**config.mk**
```make
export PLATFORM = sky130hd
export DESIGN_NAME = vector_issue_unit
export DESIGN_NICKNAME = d
export VERILOG_FILES = /design/src/rtl/vector_issue_unit.sv
export SDC_FILE = /design/constraint.sdc
export NUM_CORES = 1
export LEC_CHECK = 0
export CORE_ASPECT_RATIO = 0.75
export CORE_MARGIN = 5
export CORE_UTILIZATION = 51
export DETAILED_ROUTE_END_ITERATION = 16
export PLACE_DENSITY = 0.77
export RECOVER_POWER = 25
export SETUP_SLACK_MARGIN = 0.2
export SLEW_MARGIN = 25
export SYNTH_ARGS = -nofsm -noshare
export SYNTH_HDL_FRONTEND = slang
export SYNTH_SLANG_ARGS = --single-unit
```
**constraint.sdc**
```tcl
create_clock -name clock -period 2.1 [get_ports clock]
set_input_delay 0.42 -clock clock [delete_from_list [all_inputs] [get_ports clock]]
set_output_delay 0.42 -clock clock [all_outputs]
set_load 0.05 [all_outputs]
```
**src/rtl/vector_issue_unit.sv**
```systemverilog
// Scalar-side issue unit for the vector request/response interface.
// Credits are reserved for every result-producing instruction before it issues.
module vector_issue_unit #(
  parameter int unsigned DEPTH           = 4,
  parameter int unsigned MAX_OUTSTANDING = 4
) (
  input  logic        clock,
  input  logic        reset,
  input  logic        in_valid,
  output logic        in_ready,
  input  logic [31:0] in_inst,
  input  logic [31:0] in_src1Data,
  input  logic        in_wantResp,
  output logic        req_valid,
  input  logic        req_ready,
  output logic [31:0] req_bits_inst,
  output logic [31:0] req_bits_src1Data,
  input  logic        resp_valid,
  input  logic [31:0] resp_bits_data,
  output logic        wb_valid,
  input  logic        wb_ready,
  output logic [31:0] wb_data,
  output logic        idle,
  output logic        err_unexpected
);

  localparam int unsigned IAW = $clog2(DEPTH);
  localparam int unsigned ICW = $clog2(DEPTH + 1);
  localparam int unsigned RAW = (MAX_OUTSTANDING > 1) ? $clog2(MAX_OUTSTANDING) : 1;
  localparam int unsigned PW  = $clog2(MAX_OUTSTANDING + 1);
  localparam logic [ICW-1:0] I_FULL = ICW'(DEPTH);
  localparam logic [PW-1:0]  P_MAX  = PW'(MAX_OUTSTANDING);
  localparam logic [RAW-1:0] R_LAST = RAW'(MAX_OUTSTANDING - 1);

  logic [31:0]      inst_mem_q [DEPTH];
  logic [31:0]      src_mem_q  [DEPTH];
  logic [DEPTH-1:0] want_q;
  logic [IAW-1:0]   iwr_q, ird_q;
  logic [ICW-1:0]   icnt_q, icnt_d;

  logic [31:0]      res_mem_q [MAX_OUTSTANDING];
  logic [RAW-1:0]   rwr_q, rrd_q;
  logic [PW-1:0]    rcnt_q, rcnt_d;
  logic [PW-1:0]    pending_q, pending_d;
  logic             err_q;

  logic ipush, ipop, head_want, rpush, wbpop, inflight_nz;

  assign head_want         = want_q[ird_q];
  assign in_ready          = (icnt_q != I_FULL);
  assign req_valid         = (icnt_q != '0) && (!head_want || (pending_q < P_MAX));
  assign req_bits_inst     = inst_mem_q[ird_q];
  assign req_bits_src1Data = src_mem_q[ird_q];
  assign ipush             = in_valid && in_ready;
  assign ipop              = req_valid && req_ready;

  // rcount never exceeds pending, so inflight > 0 reduces to pending > rcount.
  assign inflight_nz = (pending_q > rcnt_q);
  assign rpush       = resp_valid && inflight_nz;
  assign wb_valid    = (rcnt_q != '0);
  assign wb_data     = res_mem_q[rrd_q];
  assign wbpop       = wb_valid && wb_ready;

  assign idle           = (icnt_q == '0) && (pending_q == '0);
  assign err_unexpected = err_q;

  always_comb begin
    icnt_d = icnt_q;
    if (ipush && !ipop)      icnt_d = icnt_q + ICW'(1);
    else if (!ipush && ipop) icnt_d = icnt_q - ICW'(1);

    rcnt_d = rcnt_q;
    if (rpush && !wbpop)      rcnt_d = rcnt_q + PW'(1);
    else if (!rpush && wbpop) rcnt_d = rcnt_q - PW'(1);

    pending_d = pending_q;
    if ((ipop && head_want) && !wbpop)      pending_d = pending_q + PW'(1);
    else if (!(ipop && head_want) && wbpop) pending_d = pending_q - PW'(1);
  end

  always_ff @(posedge clock or negedge reset) begin
    if (!reset) begin
      for (int unsigned i = 0; i < DEPTH; i++) begin
        inst_mem_q[i] <= '0;
        src_mem_q[i]  <= '0;
      end
      want_q <= '0;
      iwr_q  <= '0;
      ird_q  <= '0;
      icnt_q <= '0;
    end else begin
      if (ipush) begin
        inst_mem_q[iwr_q] <= in_inst;
        src_mem_q[iwr_q]  <= in_src1Data;
        want_q[iwr_q]     <= in_wantResp;
        iwr_q             <= iwr_q + IAW'(1);
      end
      if (ipop) ird_q <= ird_q + IAW'(1);
      icnt_q <= icnt_d;
    end
  end

  always_ff @(posedge clock or negedge reset) begin
    if (!reset) begin
      for (int unsigned i = 0; i < MAX_OUTSTANDING; i++) res_mem_q[i] <= '0;
      rwr_q     <= '0;
      rrd_q     <= '0;
      rcnt_q    <= '0;
      pending_q <= '0;
      err_q     <= 1'b0;
    end else begin
      if (rpush) begin
        res_mem_q[rwr_q] <= resp_bits_data;
        rwr_q            <= (rwr_q == R_LAST) ? '0 : rwr_q + RAW'(1);
      end
      if (wbpop) rrd_q <= (rrd_q == R_LAST) ? '0 : rrd_q + RAW'(1);
      rcnt_q    <= rcnt_d;
      pending_q <= pending_d;
      if (resp_valid && !inflight_nz) err_q <= 1'b1;
    end
  end

endmodule

```
# Word-level counts from Yosys, hierarchy flattened
# Index checks and enable logic that the tools add are counted.
# word_totals
reg_bits	406
inputBits	103
output_inout_bits	101
# classes
n_addsub	10
order_cmp	11
n_eq_ne	3
mux	29
n_bitwise	4
reduce_logical	32
# ops
cell	count
$bwmux 128	3
$mux 32	8
$bmux 32 s2	3
$demux 32 s2	2
$mux 3	6
$logic_and 1x1->1	17
$ge 3x3->1 const B	4
$not 2->3	4
$add 3x1->3 const B	3
$sub 3x1->3 const B	3
$add 2x1->2 const B	4
$logic_not 1->1	7
$logic_not 3->1	2
$lt 2x3->1 const B	2
$lt 3x1->1 const B	2
$reduce_bool 2->1	3
$reduce_bool 3->1	2
$bwmux 4	1
$eq 2x2->1 const B	2
$mux 2	2
$gt 3x3->1	1
$lt 3x3->1 const B	1
$ne 3x3->1 const B	1
$bmux 1 s2	1
4 further kinds	5

# Longest topological paths before layout
# logic_depth
word_depth	11
mapped_depth	10
depth_no_buf	10

# Worst setup path before layout
# No wires, ideal clock.
# synth_path
path_kind	register to output
from	register icnt_q[0]
to	output port idle
t_arrival_ns	2.285
slack_ns	-0.605
path_stages_with_launch	3
path_buffers	0
path_cell_list	dfrtp_1 -> nor3_1 -> nor4b_1
# synth_via
elab_chain_len	2
# synth_lines
item	line	source
start: declaration	39	logic [ICW-1:0] icnt_q, icnt_d;
start signal: assignment	99	icnt_q <= icnt_d;
$logic_not 3->1	64	assign idle = (icnt_q == '0) && (pending_q == '0);
$logic_and 1x1->1	64	
end: declaration	23	output logic idle,
# No other way between the ends.

# Worst setup path in the final report
# layout_path
from	register ird_q[0]
to	output port req_bits_src1Data[24]
# layout_via
elab_chain_len	4
# layout_lines
item	line	source
start: declaration	38	logic [IAW-1:0] iwr_q, ird_q;
start signal: assignment	98	if (ipop) ird_q <= ird_q + IAW'(1);
$not 2->3 (not written as such)	53	assign req_bits_src1Data = src_mem_q[ird_q];
$bmux 32 s2	53	
$mux 32 (not written as such) (2 in series)	53	
end: declaration	17	output logic [31:0] req_bits_src1Data,
# No other way between the ends. The select of a mux whose other input is x is not followed.

==> reports/metrics.cfg <==
[status]
status=finished with violations
violations=setup timing

[critical_path]
crit_path_end_kind=output port
required_ns=1.68
crit_slowest_cell=mux4_2
critPathKind=reg -> out
critPathArrivalTime_ns=2.06
worstReg2RegStart=ird_q[1]$_DFFE_PN0P_
path_delay_family=multiplexers
startpoint_type=flop
cp_max_fo=6
crit_path_max_incr_delay_ns=0.57
critPathBufInv=3
reg2reg_to=icnt_q[1]$_DFFE_PN0P_
reg2reg_slack_ns=-0.32
crit_path_cell_trace=buf_6 -> buf_16 -> mux4_2 -> buf_12
r2r_cells=8

[worst_hold_path]
hold_path_class=reg -> reg
min_to=inst_mem_q[42]$_DFFE_PN0P_
holdPathStages=1
holdCritStartpoint=inst_mem_q[42]$_DFFE_PN0P_

[place]
dp.cells=1702
dp_hpwl_um=25800
io_buffers=203
place.gp.congestion=0.743
detailedPlace.worstSlack_ns=-0.260

[final_layout]
layoutNonFillerInstCount=1828
fin_nets=1460
area_growth_pct=35.9
final_common_cell=dfrtp_1
drive_gt1_share_pct=59.0
layout.cells.most_common_list=dfrtp_1 (403), mux2_2 (389), clkdlybuf4s50_1 (101)
fillers=2158

[synth]
synth_seq_area_share_pct=57.5
synth_fa_ha_area_share_pct=1.40
async_reset_ff_share_pct=100
syn-mean-instance-area_sq_um=17.0
synthMuxAreaShare_pct=37.4
ys_seq_elements=406
yosysWarnings=0
synth-simple-area-share_pct=0.666
syn_area_sq_mm=0.0177
synth_nets=1163
synth-edff-count=0
synthDistinctLibCells=27
synth_compound_area_share_pct=0.574
syn_inst=1042
ys.flop_type=dfrtp_1
synth_xor_area_share_pct=0.545
synth_top_family_by_area=multiplexers

[timing]
maxSlewViolCount=0
setup_slack_ns=-0.383
setup_viol=232
max-slew-margin-rel_pct=6.21
fmax_mhz=403
holdWs_ns=0.498
period_needed_ns=2.48
finalCritPeriodShare_pct=118
fin_tns_setup_ns=-48.52
hold_viol=0
worst_slew_pin_slew_ns=1.41
grt_setup_unrepaired=yes
finClkSkew_ns=0.0171

[floorplan]
rows=59
die_area_sq_mm=0.0385
core_sq_mm=0.0345
dieHeight_um=171
initial_utilization_pct=51.3
ios=204
fp.dieW_um=225

[drt]
drt_wl_total_um=42600
first_pass_iters=4
drc=0
wl_per_cell_um=23.3
initialDrtViolationCount=495
vias=10300
drtAntennaViolNets=0
vias_per_cell=5.62

[cts]
numCtsBuffers=41
clk-insertion-delay-late_ns=0.55
clock_sinks=406
clock_path_buffers=3
htreeDepth=2
clk_pin_slew_ns=0.06
cts_root_buf=clkbuf_16
cts_tree=built

[grt]
grt_max_degree=66
antenna_found_initial=1
overflow=0
groute.usage.overall_pct=21.8
grt_pass1_vias=11300
grt_pass1_wl_um=65800

[job]
maxCapViolCount=0

-- layout make-up --
class                      count  area (sq um)  share of cell area (%)
clock inverter                11          86.3                   0.359
tap                          457           572                    2.38
multi-input combinational    561          7510                    31.3
inverter                      11          41.3                   0.172
sequential                   406         10200                    42.3
clock buffer                  62          1260                    5.24
antenna                        2          5.00                  0.0208
timing repair buffer         318          4380                    18.2
-- registers in the layout (all words and copies together) (netlist names) --
name	cells
err_unexpected	1
src_mem_q	128
inst_mem_q	128
rrd_q	2
iwr_q	2
pending_q	3
ird_q	2
icnt_q	3
rcnt_q	3
want_q	4
res_mem_q	128
rwr_q	2
-- worst reg2reg max path, delay by kind of cell (launching register included) --
kind                       cells  cell delay, ns
muxes                          3            0.89
adders and majority gates      2            0.58
DFF                            1            0.51
AOI/OAI and AO/OA              1            0.17
buffers and inverters          2            0.17
-- worst max-delay path by stage --
stage	startpoint	to	slack [ns]	cells after the start
floorplan	rcnt_q[1]$_DFFE_PN0P_	rcnt_q[2]$_DFFE_PN0P_	-0.16	10
global placement	req_ready	pending_q[2]$_DFFE_PN0P_	-0.24	9
detailed placement	req_ready	pending_q[2]$_DFFE_PN0P_	-0.26	9
CTS	ird_q[1]$_DFFE_PN0P_	req_valid	-0.41	5
global route	ird_q[0]$_DFFE_PN0P_	req_bits_src1Data[24]	-0.43	4
finish	ird_q[0]$_DFFE_PN0P_	req_bits_src1Data[24]	-0.38	4
-- per-stage QoR --
stage          area, sq um  util (%)
6_report             24000      69.7
5_1_grt              24000      69.7
4_1_cts              23500      68.3
3_5_place_dp         21400      61.9
3_3_place_gp         21400      61.9
2_1_floorplan        17800         -
-- per-layer routing --
metal	GRT usage, %	up-vias	wire length, um
met2	35.8	210	21400
met1	30.4	5513	18600
met3	4.30	52	1820
met5	0	-	0
li1	-	4507	-
met4	5.58	0	753
-- kinds of logic after synthesis --
family                   after synthesis
multiplexers                         491
XOR/XNOR                              11
flip-flops                           406
AND/OR/NAND/NOR                       26
AO/OA/AOI/OAI                         15
adder cells (fa/ha/maj)               18
buffers and inverters                 75
-- cells in the mapped netlist (5+ instances only) --
cell type | n | area share [%]
ha_1 | 15 | 1.1
nor2_1 | 5 | 0.11
xnor2_1 | 6 | 0.30
dfrtp_1 | 406 | 58
xor2_1 | 5 | 0.25
mux2_2 | 395 | 25
a21oi_1 | 5 | 0.14
clkbuf_1 | 12 | 0.25
inv_1 | 11 | 0.23
mux4_2 | 96 | 12
nand2_1 | 14 | 0.30
buf_2 | 43 | 1.2
buf_1 | 9 | 0.19
-- timing repair --
action                                  4_1_cts  5_1_grt
buffers inserted                             15       15
endpoints found under the hold margin        36        0
cloned                                       13        7
pin swaps                                     9       11
endpoints found under the setup margin      248      248
hold buffers                                  1        0
gates resized for setup                      91       37
Power is not shown: default switching activity piles up to over one toggle a cycle in this logic, so the estimate is an artifact.
